**src/rtl/instr_mem_loader_pkg.sv**
```systemverilog
`default_nettype none
// +----------------------------------------------------------------------+
// | instr_mem_loader_pkg : shared CPU definitions (opcodes, loader FSM)   |
// | Revision: 1.0                                                         |
// +----------------------------------------------------------------------+
package instr_mem_loader_pkg;

  // Base-ISA major opcodes
  localparam logic [6:0] c_opc_lui    = 7'b0110111;
  localparam logic [6:0] c_opc_auipc  = 7'b0010111;
  localparam logic [6:0] c_opc_jal    = 7'b1101111;
  localparam logic [6:0] c_opc_jalr   = 7'b1100111;
  localparam logic [6:0] c_opc_branch = 7'b1100011;
  localparam logic [6:0] c_opc_load   = 7'b0000011;
  localparam logic [6:0] c_opc_store  = 7'b0100011;
  localparam logic [6:0] c_opc_op_imm = 7'b0010011;
  localparam logic [6:0] c_opc_op     = 7'b0110011;

  localparam int unsigned c_chk_w = 8;

  typedef enum logic [2:0] {
    S_IDLE  = 3'd0,
    S_RECV  = 3'd1,
    S_WRITE = 3'd2,
    S_CHECK = 3'd3,
    S_DONE  = 3'd4,
    S_FAIL  = 3'd5
  } ld_state_t;

  typedef struct packed {
    logic in_ready;
    logic mem_we;
    logic busy;
    logic done;
    logic err;
    logic cpu_rst;
  } ld_out_t;

  // Output flags owned by each state; loaded together with the state register
  function automatic ld_out_t state_outputs(input ld_state_t s);
    ld_out_t o;
    o         = '0;
    o.cpu_rst = 1'b1;
    case (s)
      S_RECV:  begin o.in_ready = 1'b1; o.busy = 1'b1; end
      S_WRITE: begin o.mem_we   = 1'b1; o.busy = 1'b1; end
      S_CHECK: begin o.in_ready = 1'b1; o.busy = 1'b1; end
      S_DONE:  begin o.done     = 1'b1; o.cpu_rst = 1'b0; end
      S_FAIL:  o.err = 1'b1;
      default: ;
    endcase
    return o;
  endfunction

endpackage
`default_nettype wire

```
**src/rtl/instr_mem_loader_word_assembler.sv**
```systemverilog
`default_nettype none
// +----------------------------------------------------------------------+
// | word_assembler : packs a little-endian byte stream into 32-bit words  |
// | Revision: 1.0                                                         |
// +----------------------------------------------------------------------+
module word_assembler (
  input  logic        clk,
  input  logic        rst,
  input  logic        clr,
  input  logic        load,
  input  logic [7:0]  data_byte,
  output logic [31:0] word,
  output logic        last_byte
);

  logic [31:0] r_word;
  logic [1:0]  r_cnt;

  // Shifting right leaves the first byte of the word in [7:0] after four loads
  always_ff @(posedge clk or negedge rst) begin
    if (!rst) begin
      r_word <= '0;
      r_cnt  <= '0;
    end else if (clr) begin
      r_word <= '0;
      r_cnt  <= '0;
    end else if (load) begin
      r_word <= {data_byte, r_word[31:8]};
      r_cnt  <= r_cnt + 2'd1;
    end
  end

  assign word      = r_word;
  assign last_byte = (r_cnt == 2'd3);

endmodule
`default_nettype wire

```
**src/rtl/instr_mem_loader.sv**
```systemverilog
`default_nettype none
// +----------------------------------------------------------------------+
// | instr_mem_loader : loads a checksummed byte stream into instr memory  |
// | Revision: 1.0                                                         |
// +----------------------------------------------------------------------+
module instr_mem_loader
  import instr_mem_loader_pkg::*;
#(
  parameter int ADDR_W    = 8,
  parameter int MAX_WORDS = 256
) (
  input  logic              clk,
  input  logic              rst,
  input  logic              start,
  input  logic [ADDR_W:0]   word_count,
  input  logic              in_valid,
  input  logic [7:0]        in_data,
  output logic              in_ready,
  output logic              mem_we,
  output logic [ADDR_W-1:0] mem_addr,
  output logic [31:0]       mem_wdata,
  output logic              cpu_rst,
  output logic              busy,
  output logic              done,
  output logic              err
);

  localparam logic [ADDR_W:0]   c_max_words = (ADDR_W+1)'(MAX_WORDS);
  localparam logic [ADDR_W:0]   c_wc_one    = (ADDR_W+1)'(1);
  localparam logic [ADDR_W-1:0] c_idx_one   = ADDR_W'(1);

  ld_state_t           r_state;
  ld_out_t             r_out;
  logic [ADDR_W-1:0]   r_word_idx;
  logic [ADDR_W:0]     r_last_idx;
  logic [c_chk_w-1:0]  r_chk;

  logic                w_xfer;
  logic                w_idle_like;
  logic                w_wc_ok;
  logic                w_asm_clr;
  logic                w_asm_load;
  logic                w_last_byte;
  logic                w_final;
  logic [31:0]         w_word;
  logic [c_chk_w-1:0]  w_chk_next;

  assign w_xfer      = in_valid && r_out.in_ready;
  assign w_idle_like = (r_state == S_IDLE) || (r_state == S_DONE) || (r_state == S_FAIL);
  assign w_wc_ok     = (word_count != '0) && (word_count <= c_max_words);
  assign w_asm_clr   = w_idle_like && start && w_wc_ok;
  assign w_asm_load  = w_xfer && (r_state == S_RECV);
  assign w_final     = ({1'b0, r_word_idx} == r_last_idx);
  assign w_chk_next  = r_chk + in_data;

  word_assembler u_asm (
    .clk       (clk),
    .rst       (rst),
    .clr       (w_asm_clr),
    .load      (w_asm_load),
    .data_byte (in_data),
    .word      (w_word),
    .last_byte (w_last_byte)
  );

  // Every state change reloads r_out, so all flags stay glitch-free registers
  always_ff @(posedge clk or negedge rst) begin
    if (!rst) begin
      r_state    <= S_IDLE;
      r_out      <= state_outputs(S_IDLE);
      r_word_idx <= '0;
      r_last_idx <= '0;
      r_chk      <= '0;
    end else begin
      case (r_state)
        S_IDLE, S_DONE, S_FAIL: begin
          if (start) begin
            if (word_count == '0) begin
              r_state <= S_DONE;
              r_out   <= state_outputs(S_DONE);
            end else if (word_count > c_max_words) begin
              r_state <= S_FAIL;
              r_out   <= state_outputs(S_FAIL);
            end else begin
              r_state    <= S_RECV;
              r_out      <= state_outputs(S_RECV);
              r_word_idx <= '0;
              r_last_idx <= word_count - c_wc_one;
              r_chk      <= '0;
            end
          end
        end
        S_RECV: begin
          if (w_xfer) begin
            r_chk <= w_chk_next;
            if (w_last_byte) begin
              r_state <= S_WRITE;
              r_out   <= state_outputs(S_WRITE);
            end
          end
        end
        S_WRITE: begin
          if (w_final) begin
            r_state <= S_CHECK;
            r_out   <= state_outputs(S_CHECK);
          end else begin
            r_state    <= S_RECV;
            r_out      <= state_outputs(S_RECV);
            r_word_idx <= r_word_idx + c_idx_one;
          end
        end
        S_CHECK: begin
          if (w_xfer) begin
            r_chk <= w_chk_next;
            if (w_chk_next == '0) begin
              r_state <= S_DONE;
              r_out   <= state_outputs(S_DONE);
            end else begin
              r_state <= S_FAIL;
              r_out   <= state_outputs(S_FAIL);
            end
          end
        end
        default: begin
          r_state <= S_IDLE;
          r_out   <= state_outputs(S_IDLE);
        end
      endcase
    end
  end

  assign in_ready  = r_out.in_ready;
  assign mem_we    = r_out.mem_we;
  assign busy      = r_out.busy;
  assign done      = r_out.done;
  assign err       = r_out.err;
  assign cpu_rst   = r_out.cpu_rst;
  assign mem_addr  = r_word_idx;
  assign mem_wdata = w_word;

endmodule
`default_nettype wire
```
**config.mk**
```make
export PLATFORM = sky130hd
export DESIGN_NAME = instr_mem_loader
export DESIGN_NICKNAME = d
export VERILOG_FILES = /design/src/rtl/instr_mem_loader_pkg.sv /design/src/rtl/instr_mem_loader_word_assembler.sv /design/src/rtl/instr_mem_loader.sv
export SDC_FILE = /design/constraint.sdc
export NUM_CORES = 1
export LEC_CHECK = 0
export BUFFER_PORTS_ARGS = -buffer_cell sky130_fd_sc_hd__buf_4
export CORE_MARGIN = 5
export CORE_UTILIZATION = 60
export DETAILED_ROUTE_END_ITERATION = 10
export PLACE_DENSITY = 0.85
export SLEW_MARGIN = 20
export SYNTH_ARGS = -nofsm -noshare
export SYNTH_HDL_FRONTEND = slang
export SYNTH_SLANG_ARGS = --single-unit
export TNS_END_PERCENT = 10
```
**constraint.sdc**
```tcl
create_clock -name clk -period 5.8 [get_ports clk]
set_clock_uncertainty 0.15 [all_clocks]
set_input_delay 1.16 -clock clk [delete_from_list [all_inputs] [get_ports clk]]
set_output_delay 1.16 -clock clk [all_outputs]
set_load 0.05 [all_outputs]
```
======== Yosys cells after proc, flatten, opt, wreduce, memory -nomap -nowiden ========
Index checks and enable logic that the tools add are counted.
cells by class
  $mul .................................... 0
  eq/ne operators ......................... 15
  div/mod/pow operators ................... 0
  reductions and logical operators ........ 20
  bitwise gates (word level) .............. 2
  shift operators ......................... 0
  add/subtract/negate cells ............... 4
  $lt $le $gt $ge ......................... 2
  mux-type cells .......................... 28
operators by type and width
  cell                 number
  $mux 32              2
  $mux 8               5
  $mux 6               6
  $pmux 8 s2           2
  $pmux 6 s4           1
  $mux 3               7
  $ne 2x2->1 const B   6
  $pmux 3 s4           1
  $reduce_and 5->1     2
  $eq 8x9->1           1
  $gt 9x9->1 const B   1
  $le 9x9->1 const B   1
  $logic_not 9->1      1
  $reduce_bool 9->1    1
  $sub 9x1->9 const B  1
  $add 8x1->8 const B  1
  $add 8x8->8          1
  $logic_not 8->1      1
  $reduce_and 4->1     2
  $eq 3x2->1 const B   2
  $eq 3x3->1 const B   2
  $mux 2               3
  $reduce_bool 2->1    3
  $logic_and 1x1->1    5
  other kinds (10)     13
storage, ports and cells
  word-level logic and storage cells ...... 83
  flip-flop bits (word level) ............. 68
  latch bits .............................. 0
  bits in writable memories ............... 0
  output and inout bits ................... 46
  input port bits ......................... 21
  memory bits (read-only) ................. 0
  memories kept ........................... 0

======== Depth between registers and ports, before layout ========
Gate-level depths: netlist of the first run.
  depth in word-level cells ............... 6
  mapped depth ............................ 11
  mapped depth without buffers ............ 11

======== Modules after synthesis ========
From an unflattened synthesis of the first run, not the netlist that was laid out.
second synthesis, totals
  cell total of the unflattened synthesis .. 337
  area, all modules ....................... 3568.4 µm²
modules (own cells, without submodules)
  module            area an instance (µm²)  cells each  times used
  instr_mem_loader  2149.6                  226         1
  word_assembler    1418.9                  111         1

======== Least setup slack after synthesis of the first run ========
Ideal clock, no wire load.
  path type ............................... input to register
  from .................................... in word_count[0]
  to ...................................... reg r_word_idx[5] (netlist: mem_addr[5])
  required time ........................... 5539 ps
  stages .................................. 10
  buffers on the path ..................... 0
  arrival ................................. 2996 ps
  slack ................................... 2543 ps
  library setup time ...................... 111 ps
  cell sequence ........................... inv_1 > ha_1 > nand4bb_1 > or3_1 > ha_1 > nor4b_4 > o21ai_4 > inv_2 > nand3_1 > o41ai_1
between the ends
  word-level cells in the longest chain between the ends .. 3
  elaborated cells on any way between the ends .. 5
  classes of those cells .................. order compare: 1; eq/ne: 2; reduce/logical: 2
ends and longest elaborated chain
  item                                           line                                            source
  start: declaration                             instr_mem_loader.sv:15                          input logic [ADDR_W:0] word_count,
  $gt 9x9->1 or $logic_not 9->1 (tied branches)  instr_mem_loader.sv:81, instr_mem_loader.sv:78
  $ne 2x2->1 (no source line)                    --
  $reduce_and 5->1 (no source line) *            --
  end signal: assignment                         instr_mem_loader.sv:109                         r_word_idx <= r_word_idx + c_idx_one;
  end: declaration                               instr_mem_loader.sv:34                          logic [ADDR_W-1:0] r_word_idx;
Every way passes the cells marked *; elsewhere a longest branch is shown, timed or not.
A chain may end at the register's enable or synchronous reset.

======== Final worst setup path of the first run ========
Ends and elaborated chain as after synthesis.

==> results of run 1 <==
==> sequential cells by signal, summed over array words and instances, names as in the netlist, 2 cells and up <==
name	flops
r_last_idx	9
u_asm.r_cnt	2
u_asm.word	32
r_chk	8
r_state	3
mem_addr	8
==> worst max path at each step <==
stage                       start     endpoint  slack, ns  cells after the start
floorplan           word_count[0]  mem_addr[5]       2.54                     10
global placement    word_count[0]     r_chk[0]       2.17                     12
detailed placement  word_count[0]  mem_addr[5]       2.02                     11
CTS                 word_count[0]  mem_addr[5]       2.42                     11
global route        word_count[0]     r_chk[6]       2.22                     12
finish              word_count[0]  mem_addr[5]       2.36                     11
==> power groups by stage <==
stage	registers [mW]	logic [mW]	clock network, mW
after global routing	0.710	0.823	0.483
after detailed placement	0.701	0.759	0
after floorplan	0.846	0.406	0
final	0.695	0.761	0.447
after global placement	0.697	0.740	0
after CTS	0.693	0.760	0.455
==> worst register-to-register path, cell delays in order (launching register included) <==
cell	delay (ns)
dfrtp_1	0.39
ha_1	0.23
fa_1	0.45
a211o_1	0.30
a21oi_1	0.23
o221ai_2	0.15
a2111oi_2	0.45
o221ai_1	0.16
==> synthesized netlist by cell type, types with 2 or more instances <==
master,count
a21o_1,4
o21ai_1,8
a2111oi_2,2
and2_1,3
nor3_2,2
nor2_1,17
nor3_1,3
nor4_1,3
a21oi_1,44
buf_4,2
xor2_1,11
nand2b_1,3
ha_1,13
o31ai_1,13
a22o_1,5
nor3b_1,4
a31oi_1,2
inv_2,2
and4_1,2
clkbuf_1,6
nor2b_1,2
buf_2,6
dfrtp_1,67
nand4_1,5
nand3_1,10
a22oi_1,2
xnor2_1,7
o21ai_0,11
inv_1,6
nand2_1,83
==> cell type report <==
class / count / area share
multi-input combinational: 285 / 0.406
tap: 75 / 0.0218
clock inverter: 6 / 0.0220
timing repair buffer: 67 / 0.117
clock buffer: 10 / 0.0319
inverter: 8 / 0.00696
sequential: 68 / 0.395
==> layout by cell type, fill, tap and decap left out, drive strengths merged, types with 3 or more instances in the layout <==
cell,Yosys,final
a21o,4,4
a21oi,45,45
a22o,5,5
and2,3,3
buf,8,67
clkbuf,6,10
clkinv,0,3
dfrtp,67,67
ha,13,13
inv,8,9
nand2,83,83
nand2b,3,3
nand3,11,11
nand4,5,5
nor2,19,19
nor3,5,5
nor3b,4,4
nor4,3,3
o21ai,20,20
o31ai,13,13
xnor2,7,7
xor2,11,11
==> per-layer routing <==
| layer | GRT usage | wire [um] | up-vias | part of all wire |
|---|---|---|---|---|
| met5 | 0 | 0 | - | 0 |
| met4 | 0.106 | 223 | 0 | 0.027 |
| met3 | 0.0558 | 463 | 26 | 0.056 |
| met2 | 0.382 | 4230 | 113 | 0.51 |
| met1 | 0.291 | 3420 | 1454 | 0.41 |
| li1 | - | - | 1465 | - |
==> metrics by stage <==
step | power (mW) | std cells | util | hold slack, ns | setup slack [ns]
after floorplan | 1.25 | 375 | - | 0.300 | 2.54
after global placement | 1.44 | 503 | 0.702 | 0.314 | 2.17
after detailed placement | 1.46 | 503 | 0.702 | 0.320 | 2.02
after CTS | 1.91 | 519 | 0.742 | 0.338 | 2.42
after global routing | 2.02 | 519 | 0.742 | 0.364 | 2.22
final | 1.90 | 519 | 0.742 | 0.335 | 2.36
==> cell families after synthesis <==
kind of cell,count (synthesis)
fa+ha+maj,14
buf+inv,22
flops,68
compound gates,105
simple gates,147
xor+xnor,18
mux,1
==> results.cfg, run 1 <==
[outcome]
outcome = complete, no violations

[final_layout]
synthToLayoutAreaGrowth_pct = 21.7
multi_input_area_sq_um = 1750
seqCellArea_sq_um = 1700
final_area_sq_um = 4310
drive_gt1_frac = 0.225
final_net_count = 474
fillers = 435
diodes = 0

[logic_synthesis]
syn_nets = 410
async_flop_share = 1.00
synthFlopType = dfrtp_1
ys_types = 57
synth_top_area_cell = dfrtp_1
ys_warn_count = 0
synth_area_leaders = dfrtp_1 (47%), nand2_1 (8.8%), a21oi_1 (6.2%)
synthXorXnorAreaFrac = 0.0445
synth_compound_area_frac = 0.194
synth_top_family_by_area = simple AND/OR/NAND/NOR gates
seq_area_frac_synth = 0.480
syn_area_per_cell_sq_um = 9.46
synthSimpleGateAreaFrac = 0.199
ys_ff_latch = 68
synth.top_cell.area_share = 0.473
synth.area.mux_share = 0.00318
netlist_instances = 375
synth_area_sq_um = 3550
synth_edf_count = 0
synth-adder-area-share = 0.0515

[floorplan]
die_h_um = 86.9
initial_utilization = 0.610
dieWidth_um = 86.9
rows = 28
coreArea_sq_um = 5820
die_area_sq_um = 7550
pin_count = 67

[power_and_ir_drop]
power.switching_uw = 785
peakVddDrop_v = 0.000322
power.density_nw_per_um2 = 441
power.internal_mw = 1.12
swShare = 0.413
power_frac_seq = 0.365
p_clk_frac = 0.235
pwr-share-comb = 0.400
p_leak_nw = 2.06

[placement]
gp_congestion = 0.848
dp_hpwl_um = 6080
placed_cell_area_sq_um = 4080
port_buffers = 66

[min_path]
hold_path.class = flop to flop
holdPathStages = 1
hold_path_startpoint = busy
hold_end = busy

[timing]
max_freq_ghz = 0.291
relSlewSlack = 0.311
hold_violations = 0
final.min_clock_period_ns = 3.44
tightest_slew_ns = 1.03
period_share = 0.593
final.setup.tns_ns = 0
rsz0062_at_grt = false
setup-violations-final = 0
slew_viol_final = 0

[setup_path]
startpoint_type = input pin
crit_slowest_cell = or3_1
max_stage_delay_ns = 0.42
timing.critical_path.cells = buf_4, inv_1, ha_1, nand4bb_1, or3_1, ha_1, nor4b_4, o21ai_4, inv_2, nand3_1, o41ai_1
critPathMaxFanout = 10
ff2ff_path_depth = 7
path_delay_family = simple AND/OR/NAND/NOR gates
critPathKind = input pin to flop
end_kind = flop
cp.buffers_inverters = 3
reg2reg_from = r_chk[0]
r2r-end = err
crit_top_cell = ha_1
crit_required_ns = 5.88
crit_arrival_ns = 3.51
timing.reg2reg.setup_slack_ns = 3.16

[job]
drv_cap = 0

[route]
wl_um = 8330
avgRoutedWirePerCell_um = 16.1
vias = 3058
drtIter0Drc = 167
via_per_inst = 5.89
post-route-drc-count = 0
drt.antenna.violating_nets = 0
dr.pass1.iters = 5

[grt]
grt_pass1_wl_um = 13800
antenna_found_initial = 0
grt_pass1_vias = 2961
grt_use_total = 0.233
overflow = 0
grt_max_degree = 69

[clocking]
cts_resized = 0
clockBufferDepth = 2
root_buffer = clkbuf_8
cts_buffers = 9
postCtsSetupBuffers = 0
cts.clk_slew.worst_paths_ns = 0.08
h-tree-depth = 3
hold_buffers = 0
numClockSinks = 68
clkLatencyLatePin_ns = 0.35
cts_tree = done
No activity file was read; power rests on OpenSTA's default activity.
==> run 2, diff against run 1 <==
Settings changed: CORE_UTILIZATION 60 to 50, PLACE_DENSITY 0.85 to 0.76.
Clock period 5.8 ns to 3.15 ns, I/O delays scaled along.
==> run 2 against run 1 <==
Clock power is 80% higher. Final cell count increased by 4.8%. Worst setup slack got worse by 2.0 ns. Largest cell class unchanged. Critical path type unchanged.
==> results.cfg, run 2 (same netlist as run 1, synthesis figures left out) <==
[power_and_ir_drop]
total_power_mw = 3.50
p_leak_nw = 2.08
peakVddDrop_v = 0.000425
power.density_nw_per_um2 = 801

[clocking]
cts.clk_slew.worst_paths_ns = 0.07
clockBufferDepth = 2
cts_tree = done
clkLatencyLatePin_ns = 0.35
cts_resized = 0
hold_buffers = 0
postCtsSetupBuffers = 0
numClockSinks = 68
cts_buffers = 9
root_buffer = clkbuf_8
h-tree-depth = 3

[timing]
rsz0062_at_grt = false
slew_viol_final = 0
final.min_clock_period_ns = 2.79
max_freq_ghz = 0.358
hold_violations = 0
relSlewSlack = 0.424
period_share = 0.886
final.setup.tns_ns = 0
setup-violations-final = 0
tightest_slew_ns = 0.863

[setup_path]
r2r-end = err
crit_path_end = r_chk[1]
timing.reg2reg.setup_slack_ns = 0.54
critPathKind = input pin to flop
critPathLaunch = word_count[0]
reg2reg_from = r_chk[0]
startpoint_type = input pin
end_kind = flop
crit_required_ns = 3.29
critPathMaxFanout = 10
crit_arrival_ns = 2.93
ff2ff_path_depth = 7

[floorplan]
rows = 30
die_h_um = 94.2
die_area_sq_um = 8880
pin_count = 67
coreArea_sq_um = 6830
initial_utilization = 0.519
dieWidth_um = 94.2

[final_layout]
diodes = 0
synthToLayoutAreaGrowth_pct = 23.3
seqCellArea_sq_um = 1700
layout_common_cells = nand2_1 (83), buf_4 (70), dfrtp_1 (67)
largest_reg_flops = 32
fillers = 574
final_common_cell = nand2_1
fin_cells = 544
final_net_count = 478
drive_gt1_frac = 0.232
multi_input_area_sq_um = 1750

[route]
avgRoutedWirePerCell_um = 15.5
dr.pass1.iters = 4
post-route-drc-count = 0
drtIter0Drc = 203
via_per_inst = 5.58
vias = 3033
drt.antenna.violating_nets = 0
wl_um = 8440

[placement]
dp_hpwl_um = 5900
numPlacedInstances = 528
port_buffers = 66
gp_congestion = 0.894

[job]
drv_cap = 0

[outcome]
outcome = complete, no violations

[min_path]
hold_path.class = input pin to asynchronous set/reset pin

[grt]
grt_pass1_vias = 2832
grt_max_degree = 69
grt_pass1_wl_um = 13900
overflow = 0
antenna_found_initial = 0
grt_use_total = 0.201
## run 2: cell types whose count changed in the layout (fill, tap and decap cells not counted), sizes merged
cell      delta
inv          +1
clkinv       -1
buf          +4
clkinvlp     +1
clkbuf       -1
## run 2: power by group
| part | total (mW) | switching (mW) | internal [mW] |
|---|---|---|---|
| Sequential | 1.28 | 0.199 | 1.08 |
| Combinational | 1.41 | 0.900 | 0.515 |
| Clock | 0.806 | 0.355 | 0.451 |
| Total | 3.50 | 1.45 | 2.05 |
## run 2: stage by stage
| stage | setup slack, ns | area [sq um] | hold slack, ns | util |
|---|---|---|---|---|
| detailed placement | 0.0401 | 4150 | 0.325 | 0.608 |
| finish | 0.360 | 4370 | 0.211 | 0.640 |
| floorplan | 0.423 | 3550 | 0.184 | - |
| CTS | 0.392 | 4370 | 0.255 | 0.640 |
| global placement | 0.142 | 4150 | 0.316 | 0.608 |
| global route | 0.160 | 4370 | 0.291 | 0.640 |
## run 2: final cells by class
| class | instances | area share |
|---|---|---|
| clock inverter | 7 | 0.0226 |
| clock buffer | 9 | 0.0283 |
| inverter | 8 | 0.00687 |
| timing repair buffer | 71 | 0.125 |
| tap | 96 | 0.0275 |
| multi-input combinational | 285 | 0.401 |
| sequential | 68 | 0.389 |
## run 2: worst min path at each step
stage              from              to  slack (ns)
2_1_floorplan       rst            busy        0.18
3_3_place_gp       busy            busy        0.32
3_5_place_dp   r_chk[4]        r_chk[4]        0.32
4_1_cts             rst  u_asm.word[31]        0.26
5_1_grt             rst   r_last_idx[5]        0.29
6_report            rst      r_state[1]        0.21
## run 2: worst max-delay path, cell delays in order
cell and delay, ns:
buf_4 0.12, inv_1 0.07, ha_1 0.22, nand4bb_1 0.16
or3_1 0.42, inv_1 0.08, ha_1 0.23, nor4b_4 0.08
o21ai_4 0.28, inv_2 0.11, a21oi_2 0.34, a22o_1 0.19
## run 2: routing by layer
| metal | global-route usage | wire (um) |
|---|---|---|
| met5 | 0 | 0 |
| met4 | 0.0975 | 206 |
| met3 | 0.0505 | 492 |
| met2 | 0.300 | 4090 |
| met1 | 0.272 | 3650 |
==> run 3, diff against run 2 <==
Settings changed: MAX_ROUTING_LAYER from default to met4.
==> run 3 against run 2 <==
Hold slack better by 0.019 ns. Die area unchanged. Global-route usage up 0.31 points. Total power down 2.4%. Clock power down 9.8%. Final area down 0.51%. Wire length down 1.9%. Flip-flop and latch count unchanged. Register-to-register slack worse by 0.06 ns. Critical path type unchanged.
==> results.cfg, run 3 (same netlist as run 1, synthesis figures left out) <==
[route]
vias = 3013
avgRoutedWirePerCell_um = 15.2
drt.antenna.violating_nets = 0
dr.pass1.iters = 5
via_per_inst = 5.54
post-route-drc-count = 0
drtIter0Drc = 287
wl_um = 8270

[timing]
slew_viol_final = 0
hold_violations = 0
final.setup.tns_ns = 0
period_share = 0.875
rsz0062_at_grt = false
worst_slack_ns = 0.393
tightest_slew_ns = 0.839
max_freq_ghz = 0.363
relSlewSlack = 0.441
setup-violations-final = 0
final.min_clock_period_ns = 2.76

[final_layout]
drive_gt1_frac = 0.232
diodes = 0
largest_reg_flops = 32
final_util = 0.637
fin_cells = 544
final_common_cell = nand2_1
layout_common_cells = nand2_1 (83), buf_4 (70), dfrtp_1 (67)
final_net_count = 478
synthToLayoutAreaGrowth_pct = 22.7
fillers = 581

[grt]
grt_use_total = 0.204
grt_max_degree = 69
overflow = 0
grt_pass1_vias = 2871
grt_pass1_wl_um = 13900
antenna_found_initial = 0

[power_and_ir_drop]
power.density_nw_per_um2 = 786
pwr-share-comb = 0.413
power.internal_mw = 1.96
p_clk_frac = 0.213
swShare = 0.425
power_frac_seq = 0.374
peakVddDrop_v = 0.000446
p_leak_nw = 2.06
power.switching_mw = 1.45

[clocking]
postCtsSetupBuffers = 0
h-tree-depth = 3
hold_buffers = 0
root_buffer = clkbuf_8
clockBufferDepth = 2
numClockSinks = 68
cts.clk_slew.worst_paths_ns = 0.08
cts_tree = done
clkLatencyLatePin_ns = 0.34
cts_buffers = 9
cts_resized = 0

[setup_path]
end_kind = flop
path_delay_family = compound AO/OA/AOI/OAI gates
cp.buffers_inverters = 4
max_stage_delay_ns = 0.41
critPathMaxFanout = 10
crit_slowest_cell = or3_1
crit_arrival_ns = 2.89
crit_required_ns = 3.28
timing.critical_path.cells = buf_4, inv_1, ha_1, nand4bb_1, or3_1, inv_1, ha_1, nor4b_4, o21ai_4, inv_2, a21oi_2, a22o_1
startpoint_type = input pin
critPathKind = input pin to flop

[placement]
pre_cts_ws_ns = 0.0567
gp_congestion = 0.917
dp_hpwl_um = 5880
numPlacedInstances = 528
port_buffers = 66

[floorplan]
rows = 30
initial_utilization = 0.519
die_area_sq_um = 8880
coreArea_sq_um = 6830
dieWidth_um = 94.2
die_h_um = 94.2
pin_count = 67

[job]
drv_cap = 0

[min_path]
hold_path.class = input pin to asynchronous set/reset pin

[outcome]
outcome = complete, no violations
[run 3: worst register-to-register path: cells and delay by family (launching register included)]
family	cells	cell delay, ns
compound gates	5	1.33
fa+ha+maj	2	0.65
flops	1	0.40
[run 3: per-layer routing]
| metal | vias to the layer above | wire, um | GRT usage |
|---|---|---|---|
| met5 | - | 0 | - |
| met4 | 0 | 121 | 0.0698 |
| met3 | 13 | 355 | 0.0457 |
| met2 | 77 | 4040 | 0.306 |
| met1 | 1445 | 3760 | 0.275 |
| li1 | 1478 | - | - |
[run 3: cell type report]
class / count / area, sq um / area share
Clock buffer: 9 / 124 / 0.0285
Inverter: 8 / 30.0 / 0.00690
Sequential cell: 68 / 1700 / 0.391
Tap cell: 96 / 120 / 0.0276
Timing Repair Buffer: 71 / 546 / 0.125
Clock inverter: 7 / 76.3 / 0.0175
Multi-Input combinational cell: 285 / 1750 / 0.403
[run 3: worst paths after layout]
check | startpoint | to | slack [ns] | cells past startpoint
min in group clk | busy | busy | 0.34 | 1
max in group asynchronous | rst | r_last_idx[0] | 2.07 | 1
worst max-delay path | word_count[0] | r_chk[5] | 0.39 | 12
worst min-delay path | rst | r_last_idx[1] | 0.23 | 1
worst min register to register | busy | busy | 0.34 | 1
worst max register to register | r_chk[0] | err | 0.48 | 7
[run 3: metrics by stage]
step / power [mW] / area [sq um] / hold slack (ns)
floorplan: 2.31 / 3550 / 0.184
global placement: 2.66 / 4150 / 0.314
detailed placement: 2.70 / 4150 / 0.324
CTS: 3.43 / 4350 / 0.266
global route: 3.64 / 4350 / 0.294
finish: 3.42 / 4350 / 0.231
[run 3: power by group through the flow]
| stage | clock, mW | combinational [mW] | sequential (mW) |
|---|---|---|---|
| final | 0.727 | 1.41 | 1.28 |
| after global routing | 0.781 | 1.55 | 1.31 |
| after CTS | 0.740 | 1.41 | 1.28 |
| after detailed placement | 0 | 1.41 | 1.29 |
| after global placement | 0 | 1.37 | 1.29 |
| after floorplan | 0 | 0.747 | 1.56 |
